### src/rtl/serial_add_ctrl.sv
// Bit-serial adder sequencer: one full-adder cell reused for WIDTH clocks, LSB first.
// Optional subtract mode is enabled by defining SERIAL_ADD_SUB_EN.
module serial_add_ctrl #(
    parameter int WIDTH = 8,
    localparam int CW = (WIDTH > 1) ? $clog2(WIDTH) : 1
) (
    input  logic             clk_in,
    input  logic             rst_in,
    input  logic             start_in,
    input  logic [WIDTH-1:0] a_in,
    input  logic [WIDTH-1:0] b_in,
`ifdef SERIAL_ADD_SUB_EN
    input  logic             sub_in,
`endif
    input  logic             ack_in,
    output logic             ready_out,
    output logic             busy_out,
    output logic             done_out,
    output logic [WIDTH-1:0] sum_out,
    output logic             carry_out,
    output logic [1:0]       state_dbg
);

    // Handshakes: a request is accepted on the rising edge where start_in=1 and
    // ready_out=1; a result is released on the rising edge where ack_in=1 and done_out=1.

    typedef enum logic [1:0] {
        IDLE = 2'd0,
        RUN  = 2'd1,
        HOLD = 2'd2
    } state_t;

    state_t           state;
    logic [WIDTH-1:0] opa;
    logic [WIDTH-1:0] opb;
    logic [WIDTH-1:0] res;
    logic [CW-1:0]    cnt;
    logic             c;

    // Full adder built from two half adders plus an OR of their carries.
    logic ha1_s, ha1_c, ha2_s, ha2_c, fa_s, fa_c;
    always_comb begin
        ha1_s = opa[0] ^ opb[0];
        ha1_c = opa[0] & opb[0];
        ha2_s = ha1_s ^ c;
        ha2_c = ha1_s & c;
        fa_s  = ha2_s;
        fa_c  = ha1_c | ha2_c;
    end

    logic [WIDTH-1:0] res_next;
    assign res_next  = {fa_s, res[WIDTH-1:1]};
    assign state_dbg = state;

    always_ff @(posedge clk_in) begin
        if (rst_in) begin
            state     <= IDLE;
            ready_out <= 1'b1;
            busy_out  <= 1'b0;
            done_out  <= 1'b0;
            opa       <= '0;
            opb       <= '0;
            res       <= '0;
            cnt       <= '0;
            c         <= 1'b0;
            sum_out   <= '0;
            carry_out <= 1'b0;
        end else begin
            case (state)
                IDLE: begin
                    if (start_in) begin
                        opa <= a_in;
`ifdef SERIAL_ADD_SUB_EN
                        // Subtract as A + ~B + 1; carry_out=1 then means no borrow.
                        opb <= sub_in ? ~b_in : b_in;
                        c   <= sub_in;
`else
                        opb <= b_in;
                        c   <= 1'b0;
`endif
                        cnt       <= '0;
                        state     <= RUN;
                        ready_out <= 1'b0;
                        busy_out  <= 1'b1;
                    end
                end
                RUN: begin
                    c   <= fa_c;
                    opa <= opa >> 1;
                    opb <= opb >> 1;
                    res <= res_next;
                    cnt <= cnt + CW'(1);
                    if (cnt == CW'(WIDTH - 1)) begin
                        sum_out   <= res_next;
                        carry_out <= fa_c;
                        state     <= HOLD;
                        busy_out  <= 1'b0;
                        done_out  <= 1'b1;
                    end
                end
                HOLD: begin
                    if (ack_in) begin
                        state     <= IDLE;
                        done_out  <= 1'b0;
                        ready_out <= 1'b1;
                    end
                end
                default: begin
                    state     <= IDLE;
                    ready_out <= 1'b1;
                    busy_out  <= 1'b0;
                    done_out  <= 1'b0;
                end
            endcase
        end
    end

endmodule

### config.mk
export PLATFORM = sky130hd
export DESIGN_NAME = serial_add_ctrl
export DESIGN_NICKNAME = d
export VERILOG_FILES = /design/src/rtl/serial_add_ctrl.sv
export SDC_FILE = /design/constraint.sdc
export NUM_CORES = 1
export LEC_CHECK = 0
export ABC_AREA = 1
export CORE_MARGIN = 2
export CORE_UTILIZATION = 54
export CTS_BUF_LIST = sky130_fd_sc_hd__clkbuf_8
export CTS_CLUSTER_SIZE = 20
export DETAILED_ROUTE_END_ITERATION = 10
export PLACE_DENSITY = 0.9
export REMOVE_ABC_BUFFERS = 1
export SYNTH_ARGS = -nofsm -noshare
export SYNTH_HDL_FRONTEND = slang
export SYNTH_SLANG_ARGS = --single-unit
### constraint.sdc
create_clock -name clk_in -period 1.25 [get_ports clk_in]
set_input_delay 0.25 -clock clk_in [delete_from_list [all_inputs] [get_ports clk_in]]
set_output_delay 0.25 -clock clk_in [all_outputs]
set_load 0.05 [all_outputs]
==> results of run 1 <==
[layout by cell type (no fill, tap or decap), types with 3 or more instances in the layout]
| cell type | count |
|---|---|
| sky130_fd_sc_hd__dfxtp_1 | 38 |
| sky130_fd_sc_hd__inv_1 | 46 |
| sky130_fd_sc_hd__clkdlybuf4s50_1 | 19 |
| sky130_fd_sc_hd__buf_12 | 16 |
| sky130_fd_sc_hd__o21ai_0 | 9 |
| sky130_fd_sc_hd__nand2_1 | 92 |
| sky130_fd_sc_hd__inv_2 | 3 |
| sky130_fd_sc_hd__nor2_1 | 45 |
| sky130_fd_sc_hd__clkbuf_8 | 5 |
| sky130_fd_sc_hd__a21oi_1 | 24 |
| sky130_fd_sc_hd__buf_4 | 8 |
[worst max-delay path, stage by stage (launching register included)]
cell and delay, ps:
sky130_fd_sc_hd__dfxtp_1 380, sky130_fd_sc_hd__buf_6 150, sky130_fd_sc_hd__buf_12 130
[flip-flops by register name, indices dropped and copies added, names as in the netlist]
name	flops
busy_out	1
c	1
carry_out	1
cnt	3
done_out	1
opa	8
opb	8
ready_out	1
res	7
state_dbg	2
sum_out	8
[synthesized netlist by cell type]
master,n
sky130_fd_sc_hd__nand3_1,2
sky130_fd_sc_hd__inv_2,2
sky130_fd_sc_hd__nor2_1,47
sky130_fd_sc_hd__nand2_1,92
sky130_fd_sc_hd__clkbuf_1,1
sky130_fd_sc_hd__fa_1,1
sky130_fd_sc_hd__buf_6,3
sky130_fd_sc_hd__ha_1,2
sky130_fd_sc_hd__buf_4,5
sky130_fd_sc_hd__buf_2,4
sky130_fd_sc_hd__nor2_4,1
sky130_fd_sc_hd__o21ai_4,1
sky130_fd_sc_hd__inv_1,47
sky130_fd_sc_hd__nand2_4,1
sky130_fd_sc_hd__a21oi_1,24
sky130_fd_sc_hd__nand3b_1,1
sky130_fd_sc_hd__dfxtp_1,41
sky130_fd_sc_hd__nand2_2,1
sky130_fd_sc_hd__o21ai_0,9
[layer usage]
metal | up-vias | GRT usage, % | part of all wire (%)
met5 | - | 0 | 0
met4 | 0 | 12.5 | 2.7
met3 | 12 | 7.86 | 5.7
met2 | 54 | 39.0 | 50
met1 | 794 | 27.9 | 41
li1 | 912 | - | -
[layout make-up]
| type | count | area share, % |
|---|---|---|
| Clock buffer | 5 | 2.63 |
| Clock inverter | 3 | 2.48 |
| Inverter | 49 | 7.02 |
| Multi-Input combinational cell | 182 | 31.5 |
| Sequential cell | 41 | 31.6 |
| Tap cell | 46 | 2.20 |
| Timing Repair Buffer | 45 | 22.6 |
[worst paths after layout]
path | depth (start not counted) | to | from | slack, ps
min reg2reg | 2 | opa[7] | opa[7] | 460
min | 2 | opa[7] | opa[7] | 460
max reg2reg | 7 | sum_out[6] | cnt[0] | 50
max | 2 | state_dbg[1] | state_dbg[1] | 20
[timing repair]
item,4_1_cts,5_1_grt
pin swaps,1,2
gates cloned,0,0
endpoints found under the setup margin,6,9
resized for setup,5,8
[power breakdown]
part | switching [mW] | internal, mW | leakage, nW
logic | 0.272 | 0.235 | 0.863
clock network | 0.481 | 0.793 | 0.0681
registers | 0.0557 | 1.39 | 0.338
[logic make-up (layout without fill, tap and decap cells)]
family | Yosys count | after routing | synth area share [%]
DFF | 41 | 41 | 43.3
buffers and inverters | 62 | 102 | 14.7
and+or+nand+nor | 145 | 145 | 30.0
AOI/OAI and AO/OA | 34 | 34 | 9.58
adders and majority gates | 3 | 3 | 2.38
[metrics by stage]
stage          cell area [um2]  utilization (%)  TNS (ps)  std cells
6_report                  2620             77.9         0        371
5_1_grt                   2620             77.9     -3.31        371
4_1_cts                   2590             77.2         0        371
3_5_place_dp              2450             72.8     -2740        364
3_3_place_gp              2450             72.8     -2130        364
2_1_floorplan             1800                -    -17560        272
==> flow_metrics.py, run 1 <==
metrics = {
    "status": {
        "run_status": "completed",
    },
    "die": {
        "initial_core_util_pct": 56.3,
        "die-height_um": 63.2,
        "core_area_mm2": 0.00336,
        "die_area_mm2": 0.00400,
        "io_pins": 34,
        "floorplan.rows": 21,
        "chipWidth_um": 63.2,
    },
    "detailed_routing": {
        "drtPass1Iterations": 4,
        "drt_iter0_markers": 118,
        "route.final.wire_length_mm": 4.32,
        "avg_vias_per_cell": 4.78,
        "detail_route.wl_per_cell_um": 11.6,
        "postRouteAntennaNets": 0,
        "detail_route.drc_violations": 0,
        "via_count": 1772,
    },
    "synth": {
        "synth_top_cell_by_area": "sky130_fd_sc_hd__dfxtp_1",
        "synth-seq-area-share_pct": 43.3,
        "synth.top_cell.area_share_pct": 43.3,
        "yosys-top-cells-area": "sky130_fd_sc_hd__dfxtp_1 (43%), sky130_fd_sc_hd__nand2_1 (18%), sky130_fd_sc_hd__inv_1 (9.3%)",
        "synth_cells": 285,
        "mappedNetlistArea_mm2": 0.00189,
        "synth_seq_cells": 41,
        "postSynthAreaPerCell_um2": 6.65,
        "ys.warnings.count": 0,
        "synthDistinctLibCells": 19,
    },
    "clock_tree": {
        "cts_root_buf": "sky130_fd_sc_hd__clkbuf_8",
        "clock_path_buffers": 2,
        "postCtsSetupBuffers": 0,
        "clock_sink_count": 41,
        "cts-hold-fix-buffers": 0,
        "total_cts_buffers": 5,
        "h-tree-depth": 2,
        "clock_latency_ps": 310,
        "clkTransAtPathRegs_ps": 80,
        "tritoncts": "yes",
    },
    "setup_path": {
        "setup.worst_path.end_class": "primary output",
        "critPathMaxFanout": 5,
        "critical_path_class": "register to primary output",
        "crit_arrival_ps": 980,
        "timing.critical_path.required_ps": 1000,
        "crit_path_start_kind": "register",
    },
    "sta": {
        "number_of_setup_violations_in_the_final_report": 0,
        "hold_violations": 0,
        "least_margin_pin_slew_ps": 211,
        "drv_slew": 0,
        "fin_crit_ps": 1230,
        "final_min_period_over_clock_period_pct": 98.2,
        "timing.final.ws_setup_ps": 22.9,
        "clock_skew_ps": 5.93,
        "holdWs_ps": 464,
        "clock.fmax_mhz": 815,
        "slew_headroom_pct": 85.8,
    },
    "layout": {
        "layout_area_growth_over_synthesis_pct": 38.3,
        "number_of_fill_cells_in_the_layout": 234,
        "final_nets": 347,
        "final_layout_size_suffix_gt1_share_pct": 14.8,
        "area_used_by_sequential_logic_in_the_layout_um2": 827,
        "multiInputGateArea_um2": 825,
        "antennaDiodeCount": 0,
    },
    "power_and_ir_drop": {
        "peakVddDrop_mv": 1.01,
        "p_leak_nw": 1.27,
        "post-layout-total-power_mw": 3.23,
        "cellPowerDensity_mw_per_mm2": 1230,
    },
    "place": {
        "final_gp_congestion": 0.805,
        "dp.final_hpwl_mm": 2.78,
        "numPortBuffers": 33,
        "post-place-ws_ps": -186,
    },
    "job": {
        "drv_cap": 0,
    },
    "global_route": {
        "grt_pass1_wl_mm": 7.32,
        "grt_remaining_overflow": 0,
        "grt_pass1_vias": 1673,
        "grt_start_max_net_pins": 33,
        "initial_antenna_violation_count": 0,
        "globalRouteTotalUtil_pct": 23.9,
    },
    "min_path": {
        "holdCritPathClass": "register to register",
    },
}
No activity file was read; power rests on OpenSTA's default activity.
==> inputs of run 2 (changes only) <==
==> config.mk (replaced) <==
export PLATFORM = sky130hd
export DESIGN_NAME = serial_add_ctrl
export DESIGN_NICKNAME = d
export VERILOG_FILES = /design/src/rtl/serial_add_ctrl.sv
export SDC_FILE = /design/constraint.sdc
export NUM_CORES = 1
export LEC_CHECK = 0
export ABC_AREA = 0
export CORE_MARGIN = 2
export CORE_UTILIZATION = 25
export CTS_BUF_LIST = sky130_fd_sc_hd__clkbuf_2 sky130_fd_sc_hd__clkbuf_4 sky130_fd_sc_hd__clkbuf_8
export CTS_CLUSTER_SIZE = 20
export DETAILED_ROUTE_END_ITERATION = 10
export PLACE_DENSITY = 0.53
export REMOVE_ABC_BUFFERS = 1
export SYNTH_ARGS = -nofsm -noshare
export SYNTH_HDL_FRONTEND = slang
export SYNTH_SLANG_ARGS = --single-unit
==> run 2 against run 1 <==
Against the previous run:
- the flow now finishes with violations (setup timing)
- die area increased by 82%
- clock skew decreased by 1.0 ps
- sequential cell count unchanged
- critical path type unchanged
- total power shrank 10%
- clock-buffer cell count up 2
- design area decreased by 4.6%
==> flow_metrics.py, run 2 <==
metrics = {
    "status": {
        "run_status": "complete, but fails checks",
        "failed_checks": "setup timing",
    },
    "setup_path": {
        "worst-path-buf-inv": 3,
        "critical-path-max-stage-delay_ps": 330,
        "critical_path_class": "register to primary output",
        "crit_path_start_kind": "register",
        "crit_path_cell_trace": "buf_6, buf_6, buf_12",
        "timing.critical_path.mode_cell": "sky130_fd_sc_hd__buf_6",
        "crit_slowest_cell": "sky130_fd_sc_hd__dfxtp_2",
        "timing.critical_path.required_ps": 1000,
        "worst_r2r_startpoint": "state_dbg[1]",
        "worstSetupStartpoint": "state_dbg[0]",
        "setup.worst_path.end_class": "primary output",
        "crit_arrival_ps": 1000,
        "critPathMaxFanout": 5,
        "worst_path_dominant_cell_family": "buffers and inverters",
    },
    "synth": {
        "synth_top_cell_by_area": "sky130_fd_sc_hd__dfxtp_1",
        "postSynthAreaPerCell_um2": 8.97,
        "synth_seq_cells": 41,
        "yosys-top-cells-area": "sky130_fd_sc_hd__dfxtp_1 (50%), sky130_fd_sc_hd__a21oi_1 (10%), sky130_fd_sc_hd__o221a_1 (6.8%)",
        "ys.warnings.count": 0,
        "mappedNetlistArea_mm2": 0.00165,
        "synthDistinctLibCells": 28,
        "cell_types_with_the_highest_counts_after_synthesis": "sky130_fd_sc_hd__dfxtp_1 (41), sky130_fd_sc_hd__a21oi_1 (34), sky130_fd_sc_hd__nand2_1 (24)",
        "number_of_enable_type_register_cells_in_the_synthesized_netlist": 0,
        "synth_top_flop_cell": "sky130_fd_sc_hd__dfxtp_1",
        "synth.top_cell.area_share_pct": 49.7,
        "synth-seq-area-share_pct": 49.7,
        "most_used_standard_cell_by_instance_count_after_synthesis": "sky130_fd_sc_hd__dfxtp_1",
        "synth_cells": 184,
        "asyncSetResetFlopFracSynth_pct": 0,
    },
    "global_route": {
        "grt_util_met3_pct": 3.50,
        "groute.layer.met2.usage_pct": 14.5,
        "global_route.peak_usage_layer": "met2",
        "globalRouteTotalUtil_pct": 9.93,
        "grt_pass1_vias": 1219,
        "global_route.usage.met1_pct": 13.4,
        "grt_pass1_wl_mm": 5.74,
        "initial_antenna_violation_count": 0,
        "grt_remaining_overflow": 0,
        "grt_start_max_net_pins": 34,
    },
    "detailed_routing": {
        "drt_iter0_markers": 81,
        "avg_vias_per_cell": 4.56,
        "postRouteAntennaNets": 0,
        "route.final.wire_length_mm": 3.53,
        "drtPass1Iterations": 4,
        "via_count": 1394,
        "detail_route.wl_per_cell_um": 11.5,
        "detail_route.drc_violations": 0,
    },
    "power_and_ir_drop": {
        "p_leak_nw": 0.934,
        "peakVddDrop_mv": 0.537,
        "switching_power_as_a_share_of_total_power_pct": 22.3,
        "p_comb_share_pct": 13.5,
        "clock_power_share_pct": 37.8,
        "cellPowerDensity_mw_per_mm2": 1160,
        "switchingPower_mw": 0.645,
        "power_frac_seq_pct": 48.6,
        "cellInternalPower_mw": 2.25,
        "post-layout-total-power_mw": 2.90,
    },
    "clock_tree": {
        "total_cts_buffers": 5,
        "clkTransAtPathRegs_ps": 80,
        "clock_latency_ps": 290,
        "cts-hold-fix-buffers": 0,
        "tritoncts": "yes",
        "clock_path_buffers": 2,
        "h-tree-depth": 2,
        "cts_root_buf": "sky130_fd_sc_hd__clkbuf_8",
        "clock_sink_count": 41,
    },
    "layout": {
        "antennaDiodeCount": 0,
        "final_core_util_pct": 39.3,
        "largest_registers_ranked_by_flip_flop_count": "opa x8, opb x8, sum_out x8",
        "number_of_fill_cells_in_the_layout": 625,
        "final-instance-count-excl-fill": 306,
        "layout.cells.most_common": "sky130_fd_sc_hd__dfxtp_1",
        "commonest_non_fill_non_tap_cells_in_the_layout": "sky130_fd_sc_hd__dfxtp_1 (38), sky130_fd_sc_hd__a21oi_1 (31), sky130_fd_sc_hd__nand2_1 (20), sky130_fd_sc_hd__clkdlybuf4s50_1 (19), sky130_fd_sc_hd__buf_12 (16)",
        "final_layout_size_suffix_gt1_share_pct": 26.6,
        "layout_area_growth_over_synthesis_pct": 51.4,
        "final_nets": 251,
    },
    "job": {
        "drv_cap": 0,
    },
    "min_path": {
        "holdCritPathClass": "register to register",
        "hold_path.startpoint": "res[1]",
    },
    "sta": {
        "timing.final.ws_setup_ps": -1.28,
        "least_margin_pin_slew_ps": 341,
        "hold_violations": 0,
        "drv_slew": 0,
        "number_of_setup_violations_in_the_final_report": 1,
        "fin_crit_ps": 1250,
        "clock.fmax_mhz": 799,
        "slew_headroom_pct": 77.2,
        "clock_skew_ps": 4.92,
        "holdWs_ps": 457,
        "final_min_period_over_clock_period_pct": 100,
        "rsz0062_at_grt": "true",
    },
    "die": {
        "die_area_mm2": 0.00727,
        "io_pins": 34,
        "floorplan.rows": 29,
        "chipWidth_um": 85.3,
        "initial_core_util_pct": 26.0,
        "core_area_mm2": 0.00635,
        "die-height_um": 85.3,
    },
    "place": {
        "final_gp_congestion": 0.740,
        "numPortBuffers": 33,
        "post-place-ws_ps": -459,
        "dp.final_hpwl_mm": 2.48,
        "post-place-cells": 295,
    },
}
==> run 2: cell count changes after synthesis, moves of 4 or more <==
cell,delta
sky130_fd_sc_hd__nand2_1,-68
sky130_fd_sc_hd__nor2_1,-38
sky130_fd_sc_hd__inv_1,-33
sky130_fd_sc_hd__a21oi_1,+10
sky130_fd_sc_hd__o221a_1,+10
sky130_fd_sc_hd__o21ai_0,-9
sky130_fd_sc_hd__nand3_1,+7
sky130_fd_sc_hd__a22oi_1,+5
sky130_fd_sc_hd__nand2b_1,+4
sky130_fd_sc_hd__o221a_2,+4
==> run 2: final cells by class <==
class	instances	area, um2	area share [%]
clock inverter	1	30.0	1.20
tap	77	96.3	3.86
clock buffer	7	90.1	3.61
sequential	41	827	33.1
timing repair buffer	52	649	26.0
inverter	14	52.6	2.10
multi-input combinational	114	753	30.1
==> run 2: cells by family after synthesis <==
kind of cell,Yosys count,synth area share (%)
buffers and inverters,29,8.34
AO/OA/AOI/OAI,58,24.5
AND/OR/NAND/NOR,52,14.1
adder cells (fa/ha/maj),3,2.73
flip-flops,41,49.7
multiplexers,1,0.607
==> run 2: worst paths after layout <==
path | cells past startpoint | endpoint | slack, ps
hold reg to reg | 2 | res[1] | 460
hold / removal | 2 | res[1] | 460
setup / recovery | 3 | state_dbg[0] | -1
setup reg to reg | 3 | opb[2] | 50
==> run 2: power groups by stage <==
stage / Sequential [mW] / Clock, mW / Combinational, mW
after floorplan: 1.46 / 0 / 0.147
after global placement: 1.44 / 0 / 0.374
after detailed placement: 1.44 / 0 / 0.377
after CTS: 1.41 / 1.14 / 0.392
after global routing: 1.42 / 1.19 / 0.428
final: 1.41 / 1.10 / 0.392
==> run 2: per-stage QoR <==
stage | setup TNS [ps] | instance area, um2
detailed placement | -7710 | 2280
CTS | -17.4 | 2450
floorplan | -39270 | 1570
global placement | -7530 | 2280
global route | -77.5 | 2500
finish | -1.28 | 2500
==> run 2: repair_timing <==
item	4_1_cts	5_1_grt
endpoints found under the setup margin	27	18
pin swaps	0	7
gates resized for setup	11	10
setup buffers	2	1
==> run 2: metal layers <==
metal	vias up	routed length (um)
li1	729	-
met1	632	1740
met2	27	1570
met3	6	172
met4	0	57
met5	-	0
==> run 2: worst register-to-register path, delay by kind of cell, from the launching register on <==
kind / cells / cell delay [ps]
and+or+nand+nor: 1 / 320
DFF: 1 / 360
buffers and inverters: 1 / 150
AOI/OAI and AO/OA: 1 / 270
==> inputs of run 3 (changes only) <==
--- a/config.mk
+++ b/config.mk
@@ -11,7 +11,7 @@
 export CTS_BUF_LIST = sky130_fd_sc_hd__clkbuf_2 sky130_fd_sc_hd__clkbuf_4 sky130_fd_sc_hd__clkbuf_8
 export CTS_CLUSTER_SIZE = 20
 export DETAILED_ROUTE_END_ITERATION = 10
-export PLACE_DENSITY = 0.53
+export PLACE_DENSITY = 0.49
 export REMOVE_ABC_BUFFERS = 1
 export SYNTH_ARGS = -nofsm -noshare
 export SYNTH_HDL_FRONTEND = slang
==> constraint.sdc (replaced) <==
create_clock -name clk_in -period 1 [get_ports clk_in]
set_input_delay 0.2 -clock clk_in [delete_from_list [all_inputs] [get_ports clk_in]]
set_output_delay 0.2 -clock clk_in [all_outputs]
set_load 0.05 [all_outputs]
==> run 3 against run 2 <==
Against the previous run:
- the flow still finishes with violations (setup timing)
- first-iteration DRC count decreased by 49%
- design area rose by 9.9%
- register-to-register slack got worse by 250 ps
- clock-buffer cell count unchanged
- hold slack better by 2.1 ps
- sequential share of layout area decreased by 1.8 points
==> flow_metrics.py, run 3 (synthesis results as in run 2) <==
metrics = {
    "layout": {
        "layout.cells.most_common": "sky130_fd_sc_hd__a21oi_1",
        "layout_area_growth_over_synthesis_pct": 66.3,
        "commonest_non_fill_non_tap_cells_in_the_layout": "sky130_fd_sc_hd__a21oi_1 (25), sky130_fd_sc_hd__dfxtp_1 (23), sky130_fd_sc_hd__clkdlybuf4s50_1 (18), sky130_fd_sc_hd__buf_12 (18), sky130_fd_sc_hd__nand2_1 (17)",
        "antennaDiodeCount": 0,
        "final_layout_size_suffix_gt1_share_pct": 43.0,
        "largest_registers_ranked_by_flip_flop_count": "opa x8, opb x8, sum_out x8",
        "non_filler_cell_area_final_mm2": 0.00275,
        "final_nets": 260,
    },
    "min_path": {
        "holdPathStages": 2,
        "hold_end": "res[1]",
        "hold_path.startpoint": "res[1]",
        "holdCritPathClass": "register to register",
    },
    "die": {
        "chipWidth_um": 85.3,
        "io_pins": 34,
        "floorplan.rows": 29,
        "die_area_mm2": 0.00727,
        "initial_core_util_pct": 26.0,
        "die-height_um": 85.3,
        "core_area_mm2": 0.00635,
    },
    "global_route": {
        "grt_util_met3_pct": 3.31,
        "grt_start_max_net_pins": 37,
        "global_route.peak_usage_layer": "met2",
        "grt_pass1_vias": 1385,
        "grt_pass1_wl_mm": 6.42,
        "groute.layer.met2.usage_pct": 19.1,
        "grt_remaining_overflow": 0,
        "globalRouteTotalUtil_pct": 11.1,
        "global_route.usage.met1_pct": 13.4,
        "initial_antenna_violation_count": 0,
    },
    "setup_path": {
        "critical_path_class": "register to register",
        "regToRegSetupSlack_ps": -200,
        "timing.critical_path.required_ps": 1220,
        "setup.worst_path.end_class": "register",
        "crit_path_start_kind": "register",
        "reg2reg_depth": 6,
        "crit_arrival_ps": 1420,
        "critPathMaxFanout": 5,
        "worst_r2r_startpoint": "cnt[0]",
        "worstReg2RegEnd": "sum_out[7]",
    },
    "clock_tree": {
        "clock_latency_ps": 280,
        "tritoncts": "yes",
        "h-tree-depth": 2,
        "cts-hold-fix-buffers": 0,
        "cts_root_buf": "sky130_fd_sc_hd__clkbuf_8",
        "total_cts_buffers": 5,
        "clock_sink_count": 41,
        "clock_path_buffers": 2,
        "clkTransAtPathRegs_ps": 80,
    },
    "sta": {
        "least_margin_pin_slew_ps": 226,
        "fin_crit_ps": 1200,
        "clock.fmax_mhz": 834,
        "rsz0062_at_grt": "true",
        "number_of_setup_violations_in_the_final_report": 41,
        "slew_headroom_pct": 84.9,
        "drv_slew": 0,
        "holdWs_ps": 459,
        "tns_ps": -6190,
        "hold_violations": 0,
        "timing.final.ws_setup_ps": -200,
        "clock_skew_ps": 9.23,
        "final_min_period_over_clock_period_pct": 120,
    },
    "detailed_routing": {
        "postRouteAntennaNets": 0,
        "drt_iter0_markers": 41,
        "detail_route.drc_violations": 0,
        "avg_vias_per_cell": 4.65,
        "route.final.wire_length_mm": 3.90,
        "drtPass1Iterations": 5,
        "via_count": 1461,
        "detail_route.wl_per_cell_um": 12.4,
    },
    "power_and_ir_drop": {
        "peakVddDrop_mv": 0.647,
        "p_leak_nw": 1.02,
        "cellPowerDensity_mw_per_mm2": 1250,
    },
    "place": {
        "placedInstanceArea_mm2": 0.00232,
        "final_gp_congestion": 0.696,
        "dp.final_hpwl_mm": 2.37,
        "post-place-ws_ps": -700,
        "numPortBuffers": 33,
    },
    "status": {
        "run_status": "complete, but fails checks",
        "failed_checks": "setup timing",
    },
    "job": {
        "drv_cap": 0,
    },
}
==> run 3: cell count changes in the layout (fill, tap and decap cells not counted), sizes merged <==
cell / previous run / this run
buf: 33 / 41
bufinv: 1 / 0
clkbuf: 7 / 8
clkdlybuf4s50: 19 / 18
dlymetal6s2s: 0 / 1
==> run 3: critical path: stages, from the launching register on <==
cell,delay [ps]
sky130_fd_sc_hd__dfxtp_2,330
sky130_fd_sc_hd__ha_4,160
sky130_fd_sc_hd__ha_4,170
sky130_fd_sc_hd__nand3b_1,140
sky130_fd_sc_hd__buf_6,160
sky130_fd_sc_hd__nand2_1,70
sky130_fd_sc_hd__a21oi_2,120
==> run 3: layout make-up <==
| type | count | area (um2) |
|---|---|---|
| clock buffer | 7 | 90.1 |
| timing repair buffer | 61 | 792 |
| multi-input combinational | 114 | 856 |
| fill | 620 | 3600 |
| inverter | 14 | 52.6 |
| tap | 77 | 96.3 |
| sequential | 41 | 858 |
==> run 3: per-layer routing <==
metal	part of all wire (%)	vias up
met1	48	687
met5	0	-
li1	-	744
met2	48	25
met4	0.87	0
met3	3.6	5
==> run 3: through the flow <==
stage | utilization (%) | cells | power (mW)
2_1_floorplan | - | 169 | 2.01
3_3_place_gp | 36.5 | 297 | 2.28
3_5_place_dp | 36.5 | 297 | 2.29
4_1_cts | 42.0 | 312 | 3.48
5_1_grt | 43.2 | 314 | 3.61
6_report | 43.2 | 314 | 3.44
==> run 3: worst max path at each step <==
stage                  from         end  slack, ps  cells past startpoint
5_1_grt              cnt[0]  sum_out[7]       -250                      6
3_5_place_dp       start_in      opb[3]       -700                      5
4_1_cts              cnt[1]  sum_out[1]       -230                      7
6_report             cnt[0]  sum_out[7]       -200                      6
3_3_place_gp       start_in      opb[2]       -690                      5
2_1_floorplan  state_dbg[0]      opb[1]      -1440                      3
==> run 3: what timing repair did <==
action | CTS | global route
pin swaps | 16 | 16
cloned | 2 | 1
buffers inserted | 6 | 3
gates resized for setup | 49 | 28
setup endpoints to repair | 54 | 55
==> run 3: power breakdown <==
part / switching (mW) / total [mW] / internal (mW) / leakage [nW]
Sequential: 0.0557 / 1.76 / 1.70 / 0.345
Combinational: 0.259 / 0.589 / 0.331 / 0.625
Clock: 0.520 / 1.09 / 0.575 / 0.0477
==> RTL edit (settings of run 1) <==
The option `SERIAL_ADD_SUB_EN` is turned on by a define.
--- a/src/rtl/serial_add_ctrl.sv
+++ b/src/rtl/serial_add_ctrl.sv
@@ -1,5 +1,7 @@
 // Bit-serial adder sequencer: one full-adder cell reused for WIDTH clocks, LSB first.
 // Optional subtract mode is enabled by defining SERIAL_ADD_SUB_EN.
+`define SERIAL_ADD_SUB_EN
+
 module serial_add_ctrl #(
     parameter int WIDTH = 8,
     localparam int CW = (WIDTH > 1) ? $clog2(WIDTH) : 1
Ports: changed (added sub_in); port bits go from 34 to 35. No check against the original RTL was run, so the function may have changed too.
==> RTL edit against run 1 <==
- setup slack worse by 20 ps
- clock power is 34% lower
- non-clock buffer count is 3 higher
- area after synthesis is 2.0% lower
- die area is 1.9% lower
- combinational power is 4.5% lower
- clock skew is 0.98 ps lower
- design area is 0.67% lower
- power is 14% lower
- synthesized cell count is 5.6% lower
- register-to-register slack worse by 50 ps
- sequential cell count stayed put
- final cell count is 3.2% lower
- wire length is 12% higher
- critical path type is now reg2reg
- largest cell class is now multi-input combinational cells
- largest power group unchanged
==> RTL edit: results (changes against run 1) <==
crit-path max cell delay=360 ps (-20 ps); CTS root buffer=clkbuf_8; Num CTS Buffers=5 (unchanged); Inst Count DP=351 (-3.6%); Lkg Pwr=1.226 nW (-3.4%); CTS Buffer Depth=2 (unchanged); 1st-iter DRT viols=112 (-5.1%); IO Port Bufs=34 (+3.0%); top flop regs=opa x8, opb x8, sum_out x8; Placement Cell Area=0.002444 mm² (-0.26%); Synth area leaders=dfxtp_1, nand2_1, nor2_1; all-layer global routing usage=24.12% (+0.23 points); number of diodes=0 (unchanged); post-synthesis sequential area ratio=44.23% (+0.91 points); GP Congestion=0.8059 (about the same); drt total wl=4844 µm (+12%); final number of hold-violating endpoints=0 (unchanged); critical path's slowest cell=dfxtp_2; fraction of registers with async set/reset=0% (unchanged); Post-Route Skew=4.950 ps (-0.9835 ps); EDFF count, synth=0 (unchanged); hpwl dp=3126 µm (+12%); pre-CTS setup slack=-174.3 ps (+12.00 ps); Main synth FF type=dfxtp_1; post-CTS setup buffers=0 (unchanged); Clock transition at path regs=80 ps (about the same); DR vias=1,901 (+7.3%); Avg Cell Area, Syn=6.898 µm² (+3.8%); HP Class=reg2reg; vias per cell=5.295 (+11%); largest net degree at the start of global routing=27 (-18%); initial antenna violation count=0 (unchanged); Clock Latency Late Sink=300 ps; CTS hold repair buffers=0 (unchanged); drt pass-1 iters=4 (unchanged); status=finished, final reports clean; VDD IR-drop max=0.7810 mV (-22%); fin nets=336 (-3.2%); Crit path max-delay family=flip-flops; layout cells sized above 1=17.89% (+3.1 points); synth unique cells=22 (+3); most instantiated cells after synthesis=nand2_1, nor2_1, dfxtp_1, nand3_1, inv_1; arrival time worst endpoint=1490 ps (+510 ps); relative slew slack=83.16% (-2.6 points); via count of the first global-routing pass=1,686 (+0.78%); yosys warns=0 (unchanged); Worst Path Max Fanout=3 (-2); H-tree depth=2 (unchanged); global-route wire length before repair=7452 µm (+1.8%)
[RTL edit: cell count changes after synthesis, sizes merged]
cell / run 1 / this run
nand3: 2 / 32
nand2: 94 / 65
inv: 49 / 25
a21oi: 24 / 9
nor2: 48 / 62
o21ai: 10 / 17
buf: 12 / 10
clkbuf: 1 / 2
o211ai: 0 / 1
xor2: 0 / 1
[RTL edit: where the power goes]
part           internal [mW]  switching [mW]
clock                  0.379           0.464
sequential              1.38          0.0548
combinational          0.217           0.267
[RTL edit: worst paths after layout]
check	startpoint	endpoint	slack, ps	depth (start not counted)
max reg2reg	cnt[1]	sum_out[6]	3	7
min	cnt[0]	cnt[0]	470	1
max	cnt[1]	sum_out[6]	3	7
min reg2reg	cnt[0]	cnt[0]	470	1
[RTL edit: cell type report]
cell class | instances | area [µm²]
sequential | 41 | 830.8
clock buffer | 5 | 68.82
clock inverter | 3 | 13.76
fill | 215 | 708.2
multi-input combinational | 191 | 912.1
timing repair buffer | 48 | 618.1
tap | 46 | 57.56
inverter | 25 | 101.3
[RTL edit: cells by family (layout without fill, tap and decap cells)]
family	count (synthesis)	after routing	share of synthesized area, %
AO/OA/AOI/OAI	27	27	7.417
XOR/XNOR	1	1	0.4721
adder cells (fa/ha/maj)	3	3	2.427
buffers and inverters	37	81	9.508
flip-flops	41	41	44.23
AND/OR/NAND/NOR	160	160	35.94
[RTL edit: layer usage]
metal,share of wire (%),global-route usage (%),vias up
met3,5.1,7.387,26
met5,0,0,-
li1,-,-,932
met2,51,42.47,71
met1,40,26.34,872
met4,4.3,11.39,0
[RTL edit: what timing repair did]
action | in CTS | in global routing
hold endpoints to repair | 0 | 0
pin swaps | 1 | 4
cloned | 0 | 0
endpoints found under the setup margin | 12 | 22
gates resized for setup | 20 | 12
